`config.mk`:
```
export PLATFORM = sky130hd
export DESIGN_NAME = reg_cmd_master_flat
export DESIGN_NICKNAME = d
export VERILOG_FILES = /design/src/rtl/reg_cmd_master_pkg.sv /design/src/rtl/reg_cmd_master_if.sv /design/src/rtl/reg_cmd_master.sv /design/src/flat_wrapper.sv
export SDC_FILE = /design/constraint.sdc
export NUM_CORES = 1
export LEC_CHECK = 0
export BUFFER_PORTS_ARGS = -buffer_cell sky130_fd_sc_hd__buf_2
export CORE_MARGIN = 4
export CORE_UTILIZATION = 25
export CTS_CLUSTER_DIAMETER = 60
export DETAILED_ROUTE_END_ITERATION = 7
export PLACE_DENSITY_LB_ADDON = 0.2
export SETUP_SLACK_MARGIN = 0.15
export SLEW_MARGIN = 0
export SYNTH_ARGS = -nofsm -noshare
export SYNTH_HDL_FRONTEND = slang
export SYNTH_SLANG_ARGS = --single-unit
```
`constraint.sdc`:
```
create_clock -name clk -period 1.82 [get_ports clk]
set_input_delay 0.091 -clock clk [delete_from_list [all_inputs] [get_ports clk]]
set_output_delay 0.091 -clock clk [all_outputs]
set_load 0.05 [all_outputs]
```
`src/rtl/reg_cmd_master_pkg.sv`:
```
// Shared definitions for the MCDF register command bus: command encodings,
// master FSM states and the register address map.
package mcdf_reg_pkg;

  localparam logic [1:0] CMD_IDLE = 2'b00;
  localparam logic [1:0] CMD_WR   = 2'b01;
  localparam logic [1:0] CMD_RD   = 2'b11;

  typedef enum logic [3:0] {
    ST_IDLE   = 4'b0001,
    ST_WR     = 4'b0010,
    ST_RD_PRE = 4'b0100,
    ST_RD     = 4'b1000
  } state_t;

  localparam logic [7:0] REG_SLV0_CTRL = 8'h00;
  localparam logic [7:0] REG_SLV1_CTRL = 8'h04;
  localparam logic [7:0] REG_SLV2_CTRL = 8'h08;
  localparam logic [7:0] REG_SLV0_STAT = 8'h0C;
  localparam logic [7:0] REG_LAST      = 8'hFF;

endpackage

```
`src/rtl/reg_cmd_master_if.sv`:
```
// Request/response channels plus the register command bus of reg_cmd_master.
// The master modport is the command initiator; slave is everything around it.
interface reg_cmd_master_if #(
  parameter int CMD_WIDE = 32,
  parameter int WL_WIDE  = 8
);

  logic                req_valid;
  logic                req_ready;
  logic                req_wr;
  logic [WL_WIDE-1:0]  req_addr;
  logic [CMD_WIDE-1:0] req_wdata;

  logic [1:0]          cmd;
  logic [WL_WIDE-1:0]  cmd_addr;
  logic [CMD_WIDE-1:0] cmd_data_in;
  logic [CMD_WIDE-1:0] cmd_data_out;
  logic                wr_done;

  logic                rsp_valid;
  logic                rsp_ready;
  logic [CMD_WIDE-1:0] rsp_rdata;

  modport master (
    input  req_valid, req_wr, req_addr, req_wdata, cmd_data_out, rsp_ready,
    output req_ready, cmd, cmd_addr, cmd_data_in, wr_done, rsp_valid, rsp_rdata
  );

  modport slave (
    output req_valid, req_wr, req_addr, req_wdata, cmd_data_out, rsp_ready,
    input  req_ready, cmd, cmd_addr, cmd_data_in, wr_done, rsp_valid, rsp_rdata
  );

endinterface

```
`src/rtl/reg_cmd_master.sv`:
```
// Register command bus initiator: one outstanding WR/RD request at a time,
// read data returned on a held valid/ready response channel.
module reg_cmd_master
  import mcdf_reg_pkg::*;
#(
  parameter int CMD_WIDE = 32,
  parameter int WL_WIDE  = 8,
  parameter int RD_LAT   = 1
) (
  input logic              clk,
  input logic              rst_n,
  reg_cmd_master_if.master bus
);

  localparam logic [3:0] LAT_INIT = 4'(RD_LAT);

  state_t              state, state_nxt;
  logic [3:0]          cnt, cnt_nxt;
  logic [1:0]          cmd_q, cmd_nxt;
  logic [WL_WIDE-1:0]  addr_q, addr_nxt;
  logic [CMD_WIDE-1:0] wdata_q, wdata_nxt;
  logic [CMD_WIDE-1:0] rdata_q, rdata_nxt;
  logic                wr_done_q, wr_done_nxt;
  logic                rsp_valid_q, rsp_valid_nxt;
  logic                accept;

  // req_ready is the only combinational output; it drops with rst_n itself
  assign bus.req_ready = (state == ST_IDLE) && rst_n;
  assign accept        = bus.req_valid && bus.req_ready;

  always_comb begin
    state_nxt     = state;
    cnt_nxt       = cnt;
    cmd_nxt       = CMD_IDLE;
    addr_nxt      = addr_q;
    wdata_nxt     = wdata_q;
    rdata_nxt     = rdata_q;
    wr_done_nxt   = 1'b0;
    rsp_valid_nxt = rsp_valid_q;
    case (state)
      ST_IDLE: begin
        if (accept) begin
          addr_nxt  = bus.req_addr;
          wdata_nxt = bus.req_wdata;
          if (bus.req_wr) begin
            state_nxt   = ST_WR;
            cmd_nxt     = CMD_WR;
            wr_done_nxt = 1'b1;
          end else begin
            state_nxt = ST_RD_PRE;
            cmd_nxt   = CMD_RD;
            cnt_nxt   = LAT_INIT;
          end
        end
      end
      ST_WR: state_nxt = ST_IDLE;
      ST_RD_PRE: begin
        // counter hits zero on the cycle cmd_data_out carries the read data
        if (cnt == 4'd0) begin
          rdata_nxt     = bus.cmd_data_out;
          rsp_valid_nxt = 1'b1;
          state_nxt     = ST_RD;
        end else begin
          cnt_nxt = cnt - 4'd1;
        end
      end
      ST_RD: begin
        if (bus.rsp_ready) begin
          rsp_valid_nxt = 1'b0;
          state_nxt     = ST_IDLE;
        end
      end
      default: state_nxt = ST_IDLE;
    endcase
  end

  always_ff @(posedge clk or negedge rst_n) begin
    if (!rst_n) begin
      state       <= ST_IDLE;
      cnt         <= 4'd0;
      cmd_q       <= CMD_IDLE;
      addr_q      <= '0;
      wdata_q     <= '0;
      rdata_q     <= '0;
      wr_done_q   <= 1'b0;
      rsp_valid_q <= 1'b0;
    end else begin
      state       <= state_nxt;
      cnt         <= cnt_nxt;
      cmd_q       <= cmd_nxt;
      addr_q      <= addr_nxt;
      wdata_q     <= wdata_nxt;
      rdata_q     <= rdata_nxt;
      wr_done_q   <= wr_done_nxt;
      rsp_valid_q <= rsp_valid_nxt;
    end
  end

  assign bus.cmd         = cmd_q;
  assign bus.cmd_addr    = addr_q;
  assign bus.cmd_data_in = wdata_q;
  assign bus.wr_done     = wr_done_q;
  assign bus.rsp_valid   = rsp_valid_q;
  assign bus.rsp_rdata   = rdata_q;

endmodule

```
`src/flat_wrapper.sv`:
```
// flat-port wrapper written by rule: the top's interface ports become plain ports
module reg_cmd_master_flat import mcdf_reg_pkg::*;
#(
  parameter int CMD_WIDE = 32,
  parameter int WL_WIDE  = 8,
  parameter int RD_LAT   = 1
)
  (clk, rst_n, bus_req_valid, bus_req_wr, bus_req_addr, bus_req_wdata, bus_cmd_data_out, bus_rsp_ready, bus_req_ready, bus_cmd, bus_cmd_addr, bus_cmd_data_in, bus_wr_done, bus_rsp_valid, bus_rsp_rdata);
  reg_cmd_master_if #(.CMD_WIDE(CMD_WIDE), .WL_WIDE(WL_WIDE)) bus_i ();
  input logic clk;
  input logic rst_n;
  input wire logic [$bits(bus_i.req_valid)-1:0] bus_req_valid;
  input wire logic [$bits(bus_i.req_wr)-1:0] bus_req_wr;
  input wire logic [$bits(bus_i.req_addr)-1:0] bus_req_addr;
  input wire logic [$bits(bus_i.req_wdata)-1:0] bus_req_wdata;
  input wire logic [$bits(bus_i.cmd_data_out)-1:0] bus_cmd_data_out;
  input wire logic [$bits(bus_i.rsp_ready)-1:0] bus_rsp_ready;
  output wire logic [$bits(bus_i.req_ready)-1:0] bus_req_ready;
  output wire logic [$bits(bus_i.cmd)-1:0] bus_cmd;
  output wire logic [$bits(bus_i.cmd_addr)-1:0] bus_cmd_addr;
  output wire logic [$bits(bus_i.cmd_data_in)-1:0] bus_cmd_data_in;
  output wire logic [$bits(bus_i.wr_done)-1:0] bus_wr_done;
  output wire logic [$bits(bus_i.rsp_valid)-1:0] bus_rsp_valid;
  output wire logic [$bits(bus_i.rsp_rdata)-1:0] bus_rsp_rdata;
  assign bus_i.req_valid = bus_req_valid;
  assign bus_i.req_wr = bus_req_wr;
  assign bus_i.req_addr = bus_req_addr;
  assign bus_i.req_wdata = bus_req_wdata;
  assign bus_i.cmd_data_out = bus_cmd_data_out;
  assign bus_i.rsp_ready = bus_rsp_ready;
  assign bus_req_ready = bus_i.req_ready;
  assign bus_cmd = bus_i.cmd;
  assign bus_cmd_addr = bus_i.cmd_addr;
  assign bus_cmd_data_in = bus_i.cmd_data_in;
  assign bus_wr_done = bus_i.wr_done;
  assign bus_rsp_valid = bus_i.rsp_valid;
  assign bus_rsp_rdata = bus_i.rsp_rdata;
  reg_cmd_master #(.CMD_WIDE(CMD_WIDE), .WL_WIDE(WL_WIDE), .RD_LAT(RD_LAT)) u_core (.clk(clk), .rst_n(rst_n), .bus(bus_i));
endmodule
```
-- Word level (Yosys, flattened, before mapping)
Cells that the tools add are included.
- flip-flop bits (word level): 84
- output and inout bits: 77
- input port bits: 77
- logic and storage cells: 45
- add/subtract/negate cells: 1
- muxes and demuxes: 18
- reduce and logical (&&, ||, !) cells: 10
- equal/unequal tests: 8
- operators with widths (operator ; number):
    4-bit 2-to-1 mux ; 6
    4-bit one-hot mux with 3 select lines ; 1
    4-bit one-hot mux with 2 select lines ; 1
    2-bit 2-to-1 mux ; 3
    2-bit != test (second input constant) ; 3
    3-bit AND reduction ; 2
    1-bit 2-to-1 mux ; 5
    4-bit by 1-bit equality test with 1-bit output (second input constant) ; 1
    4-bit by 3-bit equality test with 1-bit output (second input constant) ; 1
    4-bit equality test (second input constant) ; 1
    4-bit zero test ; 1
    2-bit by 1-bit != test with 1-bit output (second input constant) ; 2
    2-bit AND reduction ; 2
    4-bit AND reduction ; 1
    2-bit nonzero test ; 2
    4-bit by 1-bit subtractor with 4-bit output (second input constant) ; 1
    3-bit 2-to-1 mux ; 1
    1-bit logical AND ; 2
    1-bit one-hot mux with 2 select lines ; 1

-- Depth between registers and ports, before layout
- depth in word-level cells: 5
- depth in mapped cells: 6
- gate-level depth less buffers: 6

-- Worst setup path after synthesis
OpenSTA, ideal clock, no wires.
- path type: register to register
- start point: register u_core.state[0]
- end point: register u_core.wr_done_q, in the netlist u_core.bus.wr_done
- data arrival time: 1.576 ns
- library setup time: 0.068 ns
- data required time: 1.752 ns
- buffers on the path: 0
- clock period less this slack: 1.644 ns
- stages on the path, launching flop included: 4
- path slack: 0.176 ns
- path through: dfstp_2 -> nor3b_4 -> and3b_1 -> and3_1
- longest elaborated chain between the ends: 5
- RTL lines (what ; line ; text):
    start, declared ; reg_cmd_master.sv:17 ; state_t state, state_nxt;
    start signal, assigned ; reg_cmd_master.sv:88 ; state <= state_nxt;
    4-bit by 1-bit equality test with 1-bit output ; reg_cmd_master.sv:28 ; assign bus.req_ready = (state == ST_IDLE) && rst_n;
    1-bit logical AND ; reg_cmd_master.sv:28 ;
    via bus_req_ready ; flat_wrapper.sv:18 ; output wire logic [$bits(bus_i.req_ready)-1:0] bus_req_ready;
    1-bit logical AND ; reg_cmd_master.sv:29 ; assign accept = bus.req_valid && bus.req_ready;
    1-bit 2-to-1 mux ; reg_cmd_master.sv:42 ; if (accept) begin
    1-bit 2-to-1 mux ; reg_cmd_master.sv:40 ; case (state)
    via u_core.wr_done_nxt ; reg_cmd_master.sv:23 ; logic wr_done_q, wr_done_nxt;
    end signal, assigned ; reg_cmd_master.sv:94 ; wr_done_q <= wr_done_nxt;
    end, declared ; reg_cmd_master.sv:23 ;
The timed path passes the listed nets, and every way through them passes these cells.
A chain may end at the register's enable or synchronous reset.

-- Worst setup path after layout
- start point: register u_core.state[0]
- end point: output port bus_req_ready
- longest elaborated chain between the ends: 2
- RTL lines (what ; line):
    4-bit by 1-bit equality test with 1-bit output ; reg_cmd_master.sv:28
    1-bit logical AND ; reg_cmd_master.sv:28
    end, declared ; flat_wrapper.sv:18
No other way between the ends.

==> qor.tcl <==
set qor(rr_worst_depth) 7
set qor(reg2reg_from) {u_core.state[0]}
set qor(clock_tree.htree_level_count) 3
set qor(timing.critical_path.to_type) {primary output}
set qor(floorplan.core_area_um2) 12800
set qor(grt_first_pass_wirelength_um) 12700
set qor(cap_viol_max_count) 0
set qor(holdPathEnd) {u_core.bus.rsp_valid}
set qor(place_hpwl_um) 5530
set qor(fillers) 1175
set qor(clock-root-buffer) {clkbuf_16}
set qor(drive_gt1_frac) 0.582
set qor(power_mw) 6.18
set qor(timing_worst_slew_pin_value_ns) 0.480
set qor(setup-violations-final) 0
set qor(final.setup.tns_ns) 0
set qor(floorplan.initialDensity) 0.258
set qor(r2r-end) {u_core.cnt[0]}
set qor(worst-r2r-setup-slack_ns) 0.20
set qor(setup_clock_skew_after_layout_ns) 0.00611
set qor(p_leak_nw) 2.61
set qor(final-max-slew-violation-count) 0
set qor(synth-seq-area-share) 0.637
set qor(final_common_cell) {buf_2}
set qor(placement.io_buffers) 153
set qor(die_h_um) 123
set qor(critical_path.startpoint_type) {flip-flop}
set qor(rows) 41
set qor(post-route-cell-area_um2) 5470
set qor(ir_worst_vdd_mv) 0.664
set qor(n_antenna_cell) 0
set qor(wirelength_um) 8380
set qor(maximum_buffer_depth_of_the_clock_tree) 2
set qor(die_w_um) 123
set qor(cts_tree) {done}
set qor(count_of_flip_flops_with_a_built_in_enable_after_synthesis) 0
set qor(crit_slowest_cell) {dfstp_2}
set qor(worst-path-max-fanout) 3
set qor(crit_arrival_ns) 1.55
set qor(synth_seq_cells) 84
set qor(global_route.overflow_total) 0
set qor(worst_min_path_start) {bus_rsp_ready}
set qor(path_class) {reg2out}
set qor(grt_antenna_before_repair) 0
set qor(gp_congestion) 0.740
set qor(place_area_um2) 4280
set qor(synth-warning-count) 0
set qor(antenna_left) 0
set qor(hold_path_depth) 4
set qor(clkSinkCount) 84
set qor(slew-limit-headroom) 0.680
set qor(grt_pass1_vias) 2614
set qor(drcViolationCount) 0
set qor(yosysUniqueCellTypes) 31
set qor(globalRouteTotalUtil) 0.109
set qor(power_density_nw_per_um2) 1130
set qor(grt_setup_unrepaired) {true}
set qor(pin_count_of_the_biggest_net_entering_global_routing) 52
set qor(timing.final.crit_share) 0.904
set qor(synth-async-reset-ratio) 1.00
set qor(post-place-ws_ns) 0.138
set qor(top_level_ports) 154
set qor(skew_pair_late_insertion_delay_ns) 0.33
set qor(achievable-frequency_ghz) 0.608
set qor(syn_nets) 283
set qor(delay_contributed_by_the_slowest_stage_of_the_critical_path_ns) 0.53
set qor(drt_pre_antenna_iters) 4
set qor(synthesis.area_per_instance_um2) 16.2
set qor(path_clk_slew_ns) 0.06
set qor(finalNetCount) 529
set qor(timing.hold.worst.class) {in2reg}
set qor(via_count) 2542
set qor(synth-main-ff-cell) {dfrtp_1}
set qor(fin_ws_ns) 0.174
set qor(cts_bufs_inserted) 9
set qor(layout-area-overhead-vs-synth_pct) 65.7
set qor(finalHoldViolCount) 0
set qor(cp_data_required_time_ns) 1.73
set qor(finalWorstPathRequiredPeriod_ns) 1.65
set qor(dr.first_iter.drc_count) 64
set qor(outcome) {complete, no violations}
set qor(post_synth_inst_count) 204
set qor(route.detailed.vias_per_inst) 4.05
set qor(path_cells) {nor3b_4 -> and3b_2 -> buf_6}
set qor(design.die.area_um2) 15100
set qor(mappedNetlistArea_um2) 3300
set qor(layout.cells.most_common_list) {151 x buf_2, 83 x dfrtp_1, 74 x dlygate4sd3_1, 70 x mux2_2, 11 x clkbuf_16}
set qor(drt-wirelength-per-cell_um) 13.4
[synth_stat cells, drive strengths merged (2+ instances only)]
cell / instances / share of area
ha: 2 / 0.0076
a31oi: 2 / 0.0038
o21ai: 4 / 0.0061
inv: 6 / 0.0068
a21oi: 2 / 0.0030
nand2b: 2 / 0.0038
nor3b: 2 / 0.0080
nor2: 3 / 0.0034
buf: 6 / 0.020
dfrtp: 83 / 0.63
and3: 2 / 0.0038
o31ai: 2 / 0.0045
mux2: 73 / 0.25
[worst max-delay path, delay by kind of cell, from the launching register on]
kind                   cells  cell delay [ns]
and+or+nand+nor            2             0.53
DFF                        1             0.53
buffers and inverters      1             0.16
[stage by stage]
step                instances   util  hold WS, ns
floorplan                 204      -       -0.205
global placement          530  0.335      -0.0744
detailed placement        530  0.335      -0.0719
CTS                       621  0.419       0.0521
global route              627  0.428       0.0629
finish                    627  0.428       0.0733
[worst max path at each step]
stage / end / start / cells past startpoint
floorplan: u_core.bus.wr_done / u_core.state[0] / 3
global placement: u_core.bus.cmd_data_in[29] / u_core.state[0] / 4
detailed placement: u_core.cnt[0] / u_core.cnt[0] / 7
CTS: bus_req_ready / u_core.state[0] / 3
global route: u_core.cnt[0] / u_core.cnt[1] / 7
finish: bus_req_ready / u_core.state[0] / 3
[registers in the layout, indices dropped and copies added, names as in the netlist]
register	cells
u_core.bus.cmd	2
u_core.bus.cmd_addr	8
u_core.cnt	4
u_core.bus.cmd_data_in	32
u_core.bus.rsp_valid	1
u_core.bus.rsp_rdata	32
u_core.state	4
u_core.bus.wr_done	1
[repair_timing]
item,in CTS,in global routing
setup endpoints to repair,5,52
hold buffers,74,0
gates cloned,0,3
gates resized for setup,2,11
buffers inserted,1,3
hold endpoints to repair,77,0
pin swaps,0,3
[final cells by class]
cell class / instances / area [µm²] / share of cell area
clock buffer: 11 / 243 / 0.0444
clock inverter: 5 / 75.1 / 0.0137
inverter: 6 / 22.5 / 0.00412
multi-input combinational: 107 / 1120 / 0.205
sequential: 84 / 2100 / 0.385
tap: 172 / 215 / 0.0394
timing repair buffer: 242 / 1690 / 0.308
[where the power goes]
group | switching, mW | internal (mW) | total, mW
clock | 0.699 | 1.23 | 1.93
combinational | 1.33 | 0.631 | 1.96
sequential | 0.141 | 2.15 | 2.29
total | 2.17 | 4.01 | 6.18
[cell families (layout without fill, tap and decap cells)]
family	Yosys count	in the layout	synth area share
compound gates	14	14	0.0265
fa+ha+maj	2	2	0.00758
buf+inv	13	264	0.0315
flops	84	84	0.637
mux	73	73	0.249
simple gates	18	18	0.0481
[per-layer routing]
layer,track usage,vias to the layer above,wire (µm)
li1,-,1214,-
met1,0.133,1201,3620
met2,0.173,118,3840
met3,0.0380,9,794
met4,0.0504,0,125
met5,0,-,0
(Power assumes the default switching activity.)
